## config.mk

```make
export PLATFORM = sky130hd
export DESIGN_NAME = lsu_mem_port
export DESIGN_NICKNAME = d
export VERILOG_FILES = /design/src/rtl/lsu_pkg.sv /design/src/rtl/lsu_mem_port_align.sv /design/src/rtl/lsu_mem_port.sv
export SDC_FILE = /design/constraint.sdc
export NUM_CORES = 1
export LEC_CHECK = 0
export ABC_AREA = 0
export BUFFER_PORTS_ARGS = -buffer_cell sky130_fd_sc_hd__buf_2
export CORE_ASPECT_RATIO = 2
export CORE_MARGIN = 5
export CORE_UTILIZATION = 43
export DETAILED_ROUTE_END_ITERATION = 8
export GPL_ROUTABILITY_DRIVEN = 0
export HOLD_SLACK_MARGIN = 0.06
export PLACE_DENSITY_LB_ADDON = 0.05
export SKIP_LAST_GASP = 1
export SLEW_MARGIN = 20
export SYNTH_ARGS = -nofsm -noshare
export SYNTH_HDL_FRONTEND = slang
export SYNTH_SLANG_ARGS = --single-unit
```

## constraint.sdc

```tcl
create_clock -name clk -period 6.5 [get_ports clk]
set_input_delay 0.65 -clock clk [delete_from_list [all_inputs] [get_ports clk]]
set_output_delay 0.65 -clock clk [all_outputs]
set_load 0.02 [all_outputs]
```

## src/rtl/lsu_pkg.sv

```systemverilog
// lsu_pkg: funct3 encodings and FSM states shared by the load/store unit
package lsu_pkg;
  localparam logic [2:0] F3_B  = 3'b000;
  localparam logic [2:0] F3_H  = 3'b001;
  localparam logic [2:0] F3_W  = 3'b010;
  localparam logic [2:0] F3_BU = 3'b100;
  localparam logic [2:0] F3_HU = 3'b101;
  typedef enum logic [1:0] {IDLE, BUS, RESP} state_t;
endpackage

```

## src/rtl/lsu_mem_port_align.sv

```systemverilog
// lsu_align: byte-lane strobes, store replication, load extension and request checks
module lsu_align
  import lsu_pkg::*;
(
  input  logic        we,
  input  logic [2:0]  funct3,
  input  logic [1:0]  addr,
  input  logic [31:0] wdata,
  input  logic [31:0] rdata,
  output logic [3:0]  wstrb,
  output logic [31:0] wdata_rep,
  output logic [31:0] rdata_ext,
  output logic        misaligned,
  output logic        illegal
);
  logic [7:0]  b;
  logic [15:0] h;
  always_comb begin
    b = rdata[{addr, 3'b000} +: 8];
    h = addr[1] ? rdata[31:16] : rdata[15:0];
    illegal = we ? (funct3 != F3_B && funct3 != F3_H && funct3 != F3_W)
                 : (funct3 == 3'b011 || funct3[2:1] == 2'b11);
    misaligned = (funct3[1:0] == 2'b01 && addr[0]) || (funct3[1:0] == 2'b10 && addr != 2'b00);
    wstrb = !we                   ? 4'b0000 :
            funct3[1:0] == 2'b00 ? 4'b0001 << addr :
            funct3[1:0] == 2'b01 ? 4'b0011 << {addr[1], 1'b0} : 4'b1111;
    wdata_rep = funct3[1:0] == 2'b00 ? {4{wdata[7:0]}} :
                funct3[1:0] == 2'b01 ? {2{wdata[15:0]}} : wdata;
    rdata_ext = funct3 == F3_B  ? {{24{b[7]}}, b} :
                funct3 == F3_BU ? {24'b0, b} :
                funct3 == F3_H  ? {{16{h[15]}}, h} :
                funct3 == F3_HU ? {16'b0, h} : rdata;
  end
endmodule

```

## src/rtl/lsu_mem_port.sv

```systemverilog
// lsu_mem_port: single-outstanding RV32 load/store unit driving a valid/ready word RAM
module lsu_mem_port
  import lsu_pkg::*;
#(
  parameter int ADDR_WIDTH = 16
) (
  input  logic                  clk,
  input  logic                  rst,
  input  logic                  req_valid,
  output logic                  req_ready,
  input  logic                  req_we,
  input  logic [2:0]            req_funct3,
  input  logic [31:0]           req_addr,
  input  logic [31:0]           req_wdata,
  output logic                  resp_valid,
  output logic [31:0]           resp_rdata,
  output logic                  resp_err,
  output logic                  mem_valid,
  input  logic                  mem_ready,
  output logic [ADDR_WIDTH-1:0] mem_addr,
  output logic [31:0]           mem_wdata,
  output logic [3:0]            mem_wstrb,
  input  logic [31:0]           mem_rdata
);
  state_t      state;
  logic        q_we;
  logic [2:0]  q_f3;
  logic [1:0]  q_a;
  logic        a_we;
  logic [2:0]  a_f3;
  logic [1:0]  a_addr;
  logic [3:0]  a_wstrb;
  logic [31:0] a_wdata;
  logic [31:0] a_rdata;
  logic        a_mis;
  logic        a_ill;
  logic        unused_addr;
  assign unused_addr = ^req_addr[31:ADDR_WIDTH];
  assign req_ready = state == IDLE && !rst;
  // one aligner serves both the incoming request and the latched load in BUS
  assign a_we   = state == IDLE ? req_we : q_we;
  assign a_f3   = state == IDLE ? req_funct3 : q_f3;
  assign a_addr = state == IDLE ? req_addr[1:0] : q_a;
  lsu_align u_align (
    .we         (a_we),
    .funct3     (a_f3),
    .addr       (a_addr),
    .wdata      (req_wdata),
    .rdata      (mem_rdata),
    .wstrb      (a_wstrb),
    .wdata_rep  (a_wdata),
    .rdata_ext  (a_rdata),
    .misaligned (a_mis),
    .illegal    (a_ill)
  );
  always_ff @(posedge clk) begin
    if (rst) begin
      state      <= IDLE;
      q_we       <= 1'b0;
      q_f3       <= 3'b000;
      q_a        <= 2'b00;
      mem_valid  <= 1'b0;
      mem_addr   <= '0;
      mem_wdata  <= '0;
      mem_wstrb  <= 4'b0000;
      resp_valid <= 1'b0;
      resp_rdata <= '0;
      resp_err   <= 1'b0;
    end else begin
      case (state)
        IDLE: if (req_valid) begin
          q_we <= req_we;
          q_f3 <= req_funct3;
          q_a  <= req_addr[1:0];
          if (a_mis || a_ill) begin
            state      <= RESP;
            resp_valid <= 1'b1;
            resp_err   <= 1'b1;
            resp_rdata <= '0;
          end else begin
            state     <= BUS;
            mem_valid <= 1'b1;
            mem_addr  <= {req_addr[ADDR_WIDTH-1:2], 2'b00};
            mem_wdata <= a_wdata;
            mem_wstrb <= a_wstrb;
          end
        end
        BUS: if (mem_ready) begin
          state      <= RESP;
          mem_valid  <= 1'b0;
          mem_wstrb  <= 4'b0000;
          resp_valid <= 1'b1;
          resp_err   <= 1'b0;
          resp_rdata <= q_we ? 32'h0 : a_rdata;
        end
        default: begin
          state      <= IDLE;
          resp_valid <= 1'b0;
        end
      endcase
    end
  end
endmodule

```

==> metrics.log <==
[metrics] status: finished, final reports clean
[metrics] Final Critical Period: 3.19 ns
[metrics] Syn Std Cell Area: 4500 sq um
[metrics] Vert. Die Dim: 155 um
[metrics] worst endpoint data arrival time: 3.44 ns
[metrics] area post-placement: 5350 sq um
[metrics] number of nets with antenna violations after routing: 0
[metrics] Seq/Total Area, Yosys: 41.3%
[metrics] Pre-antenna DRT Iters: 5
[metrics] global routing usage summed across all routing layers: 23.8%
[metrics] via count of the first global-routing pass: 4522
[metrics] total CTS buffers: 9
[metrics] area taken by flip-flops and latches: 1860 sq um
[metrics] Site Rows: 53
[metrics] peak fanout along the critical path: 74
[metrics] FF-to-FF path depth: 6
[metrics] Critical Path Sink Type: flop
[metrics] insertion delay to the later sink of the worst-skew pair: 0.34 ns
[metrics] min-delay worst type: flop to flop
[metrics] clock tree from TritonCTS: yes
[metrics] gate count of the mapped netlist: 502
[metrics] DRT Wirelength: 15000 um
[metrics] Vias/cell: 5.54
[metrics] multi-input gate area in the final layout: 2380 sq um
[metrics] total setup violations reported at the end of the flow: 0
[metrics] antenna violations before repair: 0
[metrics] maximum number of buffers from clock root to sink: 2
[metrics] final hold viol count: 0
[metrics] most frequently used flop master after synthesis: sky130_fd_sc_hd__dfxtp_1
[metrics] relative slew slack: 35.7%
[metrics] fraction of final layout cells with drive strength greater than 1: 32.9%
[metrics] Worst Hold Margin: 0.460 ns
[metrics] unrepaired setup endpoints after global routing: no
[metrics] worst clock skew: 0.00870 ns
[metrics] number of synthesized flops with an enable pin: 0
[metrics] required time of the critical path: 6.74 ns
[metrics] Resized cells post-CTS: 0
[metrics] Max Freq: 313 MHz
[metrics] sum of negative setup slack: 0 ns
[metrics] DRC marker count from the first detailed-route iteration: 218
[metrics] register clock-pin slew on the reported worst setup and hold paths: 0.06 ns
[metrics] remaining global-route overflow: 0
[metrics] number of standard cells in the final layout excluding fillers: 796
[metrics] Core ar.: 10400 sq um
[metrics] most used cells in the layout excluding fill and tap cells: 173 x sky130_fd_sc_hd__buf_2, 93 x sky130_fd_sc_hd__dfxtp_1, 82 x sky130_fd_sc_hd__nand2_1
[metrics] cell area after layout: 5640 sq um
[metrics] maximum vdd ir drop: 0.166 mV
[metrics] Setup Crit Path Kind: flop to flop
[metrics] clock root buffer: sky130_fd_sc_hd__clkbuf_16
[metrics] power density over the cells: 355 nW/um^2
[metrics] CP cell instances: nor2_4 > o31ai_1 > o221a_2 > o21a_4 > o2111ai_1 > o32ai_1
[metrics] wire length of the first global-routing pass: 23100 um
[metrics] post-CTS setup-driven buffer insertion count: 0
[metrics] number of fillers in the final layout: 1053
[metrics] total via count in the routed design: 4407
[metrics] transition at the pin with the smallest max-transition slack: 0.964 ns
[metrics] wire length per cell: 18.8 um
[metrics] I/O pin total: 192
[metrics] max-capacitance violation count: 0
[metrics] Port Buffers: 173
[metrics] number of placed instances, taps included: 780
[metrics] Num Clock Sinks: 93
[metrics] category of the worst setup path launch point: flop
[metrics] chip width: 82.4 um
[metrics] final count of pins violating max slew: 0
[metrics] final layout net count: 758
[metrics] Post-Syn Area per Cell: 8.97 sq um
[metrics] final worst-path cycle share: 49.1%
[metrics] deepest level of the CTS H-tree: 3
[metrics] Slowest Stage Delay on Critical Path: 0.78 ns
[metrics] count of inserted antenna diode cells: 0
[metrics] slowest stage cell, crit path: sky130_fd_sc_hd__o21a_4
[metrics] most common cell after layout, fill and taps aside: sky130_fd_sc_hd__buf_2
[metrics] largest net degree at the start of global routing: 75
[metrics] Die Outline Area: 12700 sq um
[metrics] count of state elements after synthesis: 93
[metrics] worst hold stages: 1
[metrics] share of async-settable or async-resettable flops after synthesis: 0%
[metrics] count of different cell masters after synthesis: 61
[metrics] half-perimeter wire length of the detailed placement result: 11200 um
[metrics] leakage power of the design: 2.56 nW
[metrics] growth of design area from synthesis to finish: 25.2%
[metrics] effective utilization at floorplan: 43.3%
[metrics] Hold Buf Count CTS: 0
[metrics] detailed-route DRC error count: 0
[metrics] count of synthesis-stage warnings from yosys: 0
-- logic make-up (layout without fill, tap and decap cells) --
group	Yosys count	in the layout	synth area share (%)
other	1	2	0.0833
AOI/OAI and AO/OA	136	136	24.7
DFF	93	93	41.3
muxes	46	46	10.5
buffers and inverters	46	202	6.08
and+or+nand+nor	180	180	17.3
-- through the flow --
stage / setup slack (ns) / total power, mW / util (%)
2_1_floorplan: 4.21 / 1.30 / -
3_3_place_gp: 3.31 / 1.49 / 51.3
3_5_place_dp: 3.30 / 1.50 / 51.3
4_1_cts: 3.37 / 2.02 / 54.2
5_1_grt: 3.25 / 2.12 / 54.2
6_report: 3.31 / 2.00 / 54.2
-- per-layer routing --
layer  wire [um]  up-vias  track usage (%)
met1        5330     2047             24.2
li1            -     2135                -
met5           0        -                0
met4         809        0             14.8
met2        7800      185             42.6
met3        1060       40             4.43
-- critical path: cells and delay by family (launching register included) --
kind | cells | cell delay, ns
AND/OR/NAND/NOR | 1 | 0.21
AO/OA/AOI/OAI | 5 | 2.22
flip-flops | 1 | 0.66
-- cells in the mapped netlist (2+ instances only) --
master / number / area, sq um
sky130_fd_sc_hd__a211oi_1: 12 / 90.1
sky130_fd_sc_hd__o211ai_1: 2 / 15.0
sky130_fd_sc_hd__and2_1: 2 / 12.5
sky130_fd_sc_hd__nand2_1: 82 / 308
sky130_fd_sc_hd__clkbuf_1: 15 / 56.3
sky130_fd_sc_hd__a21oi_1: 30 / 150
sky130_fd_sc_hd__mux2i_1: 38 / 380
sky130_fd_sc_hd__a222oi_1: 8 / 80.1
sky130_fd_sc_hd__nand4_1: 2 / 12.5
sky130_fd_sc_hd__nand3_1: 6 / 30.0
sky130_fd_sc_hd__o21ai_0: 9 / 45.0
sky130_fd_sc_hd__buf_6: 3 / 33.8
sky130_fd_sc_hd__o221a_1: 8 / 90.1
sky130_fd_sc_hd__nor2_1: 66 / 248
sky130_fd_sc_hd__nor2_4: 2 / 22.5
sky130_fd_sc_hd__a311oi_2: 3 / 45.0
sky130_fd_sc_hd__nor3b_1: 8 / 60.1
sky130_fd_sc_hd__mux2_2: 7 / 78.8
sky130_fd_sc_hd__o2111ai_1: 5 / 43.8
sky130_fd_sc_hd__o32ai_1: 4 / 35.0
sky130_fd_sc_hd__buf_12: 3 / 60.1
sky130_fd_sc_hd__a41o_1: 4 / 40.0
sky130_fd_sc_hd__buf_4: 4 / 30.0
sky130_fd_sc_hd__buf_2: 12 / 60.1
sky130_fd_sc_hd__dfxtp_1: 93 / 1860
sky130_fd_sc_hd__o2bb2ai_1: 16 / 140
sky130_fd_sc_hd__a22oi_1: 4 / 30.0
sky130_fd_sc_hd__inv_1: 7 / 26.3
sky130_fd_sc_hd__a21o_1: 2 / 15.0
sky130_fd_sc_hd__nand2b_1: 2 / 12.5
sky130_fd_sc_hd__a311oi_1: 13 / 114
-- state kept, by name (all words and copies together) (netlist names) --
register	flops
mem_wdata	32
resp_rdata	32
mem_addr	14
mem_wstrb	4
q_f3	3
q_a	2
state	2
mem_valid	1
q_we	1
resp_err	1
resp_valid	1
-- where the power goes --
group	internal (mW)	total (mW)	switching, mW
clock network	0.298	0.518	0.221
registers	0.662	0.719	0.0564
logic	0.271	0.765	0.494
-- area by class of cell --
| type | instances | area share (%) |
|---|---|---|
| Tap cell | 137 | 3.04 |
| Sequential cell | 93 | 33.0 |
| Inverter | 8 | 0.533 |
| Multi-Input combinational cell | 364 | 42.2 |
| Clock inverter | 6 | 1.13 |
| Timing Repair Buffer | 178 | 16.0 |
| Clock buffer | 10 | 4.06 |
-- path summary, 6_finish.rpt --
path	startpoint	endpoint	slack [ns]
setup / recovery	state[1]$_SDFFE_PP0P_	mem_wstrb[2]$_SDFFE_PP0P_	3.31
hold / removal	resp_rdata[16]$_SDFFE_PP0P_	resp_rdata[16]$_SDFFE_PP0P_	0.46
hold reg to reg	resp_rdata[16]$_SDFFE_PP0P_	resp_rdata[16]$_SDFFE_PP0P_	0.46
setup reg to reg	state[1]$_SDFFE_PP0P_	mem_wstrb[2]$_SDFFE_PP0P_	3.31
(Power assumes the default switching activity.)
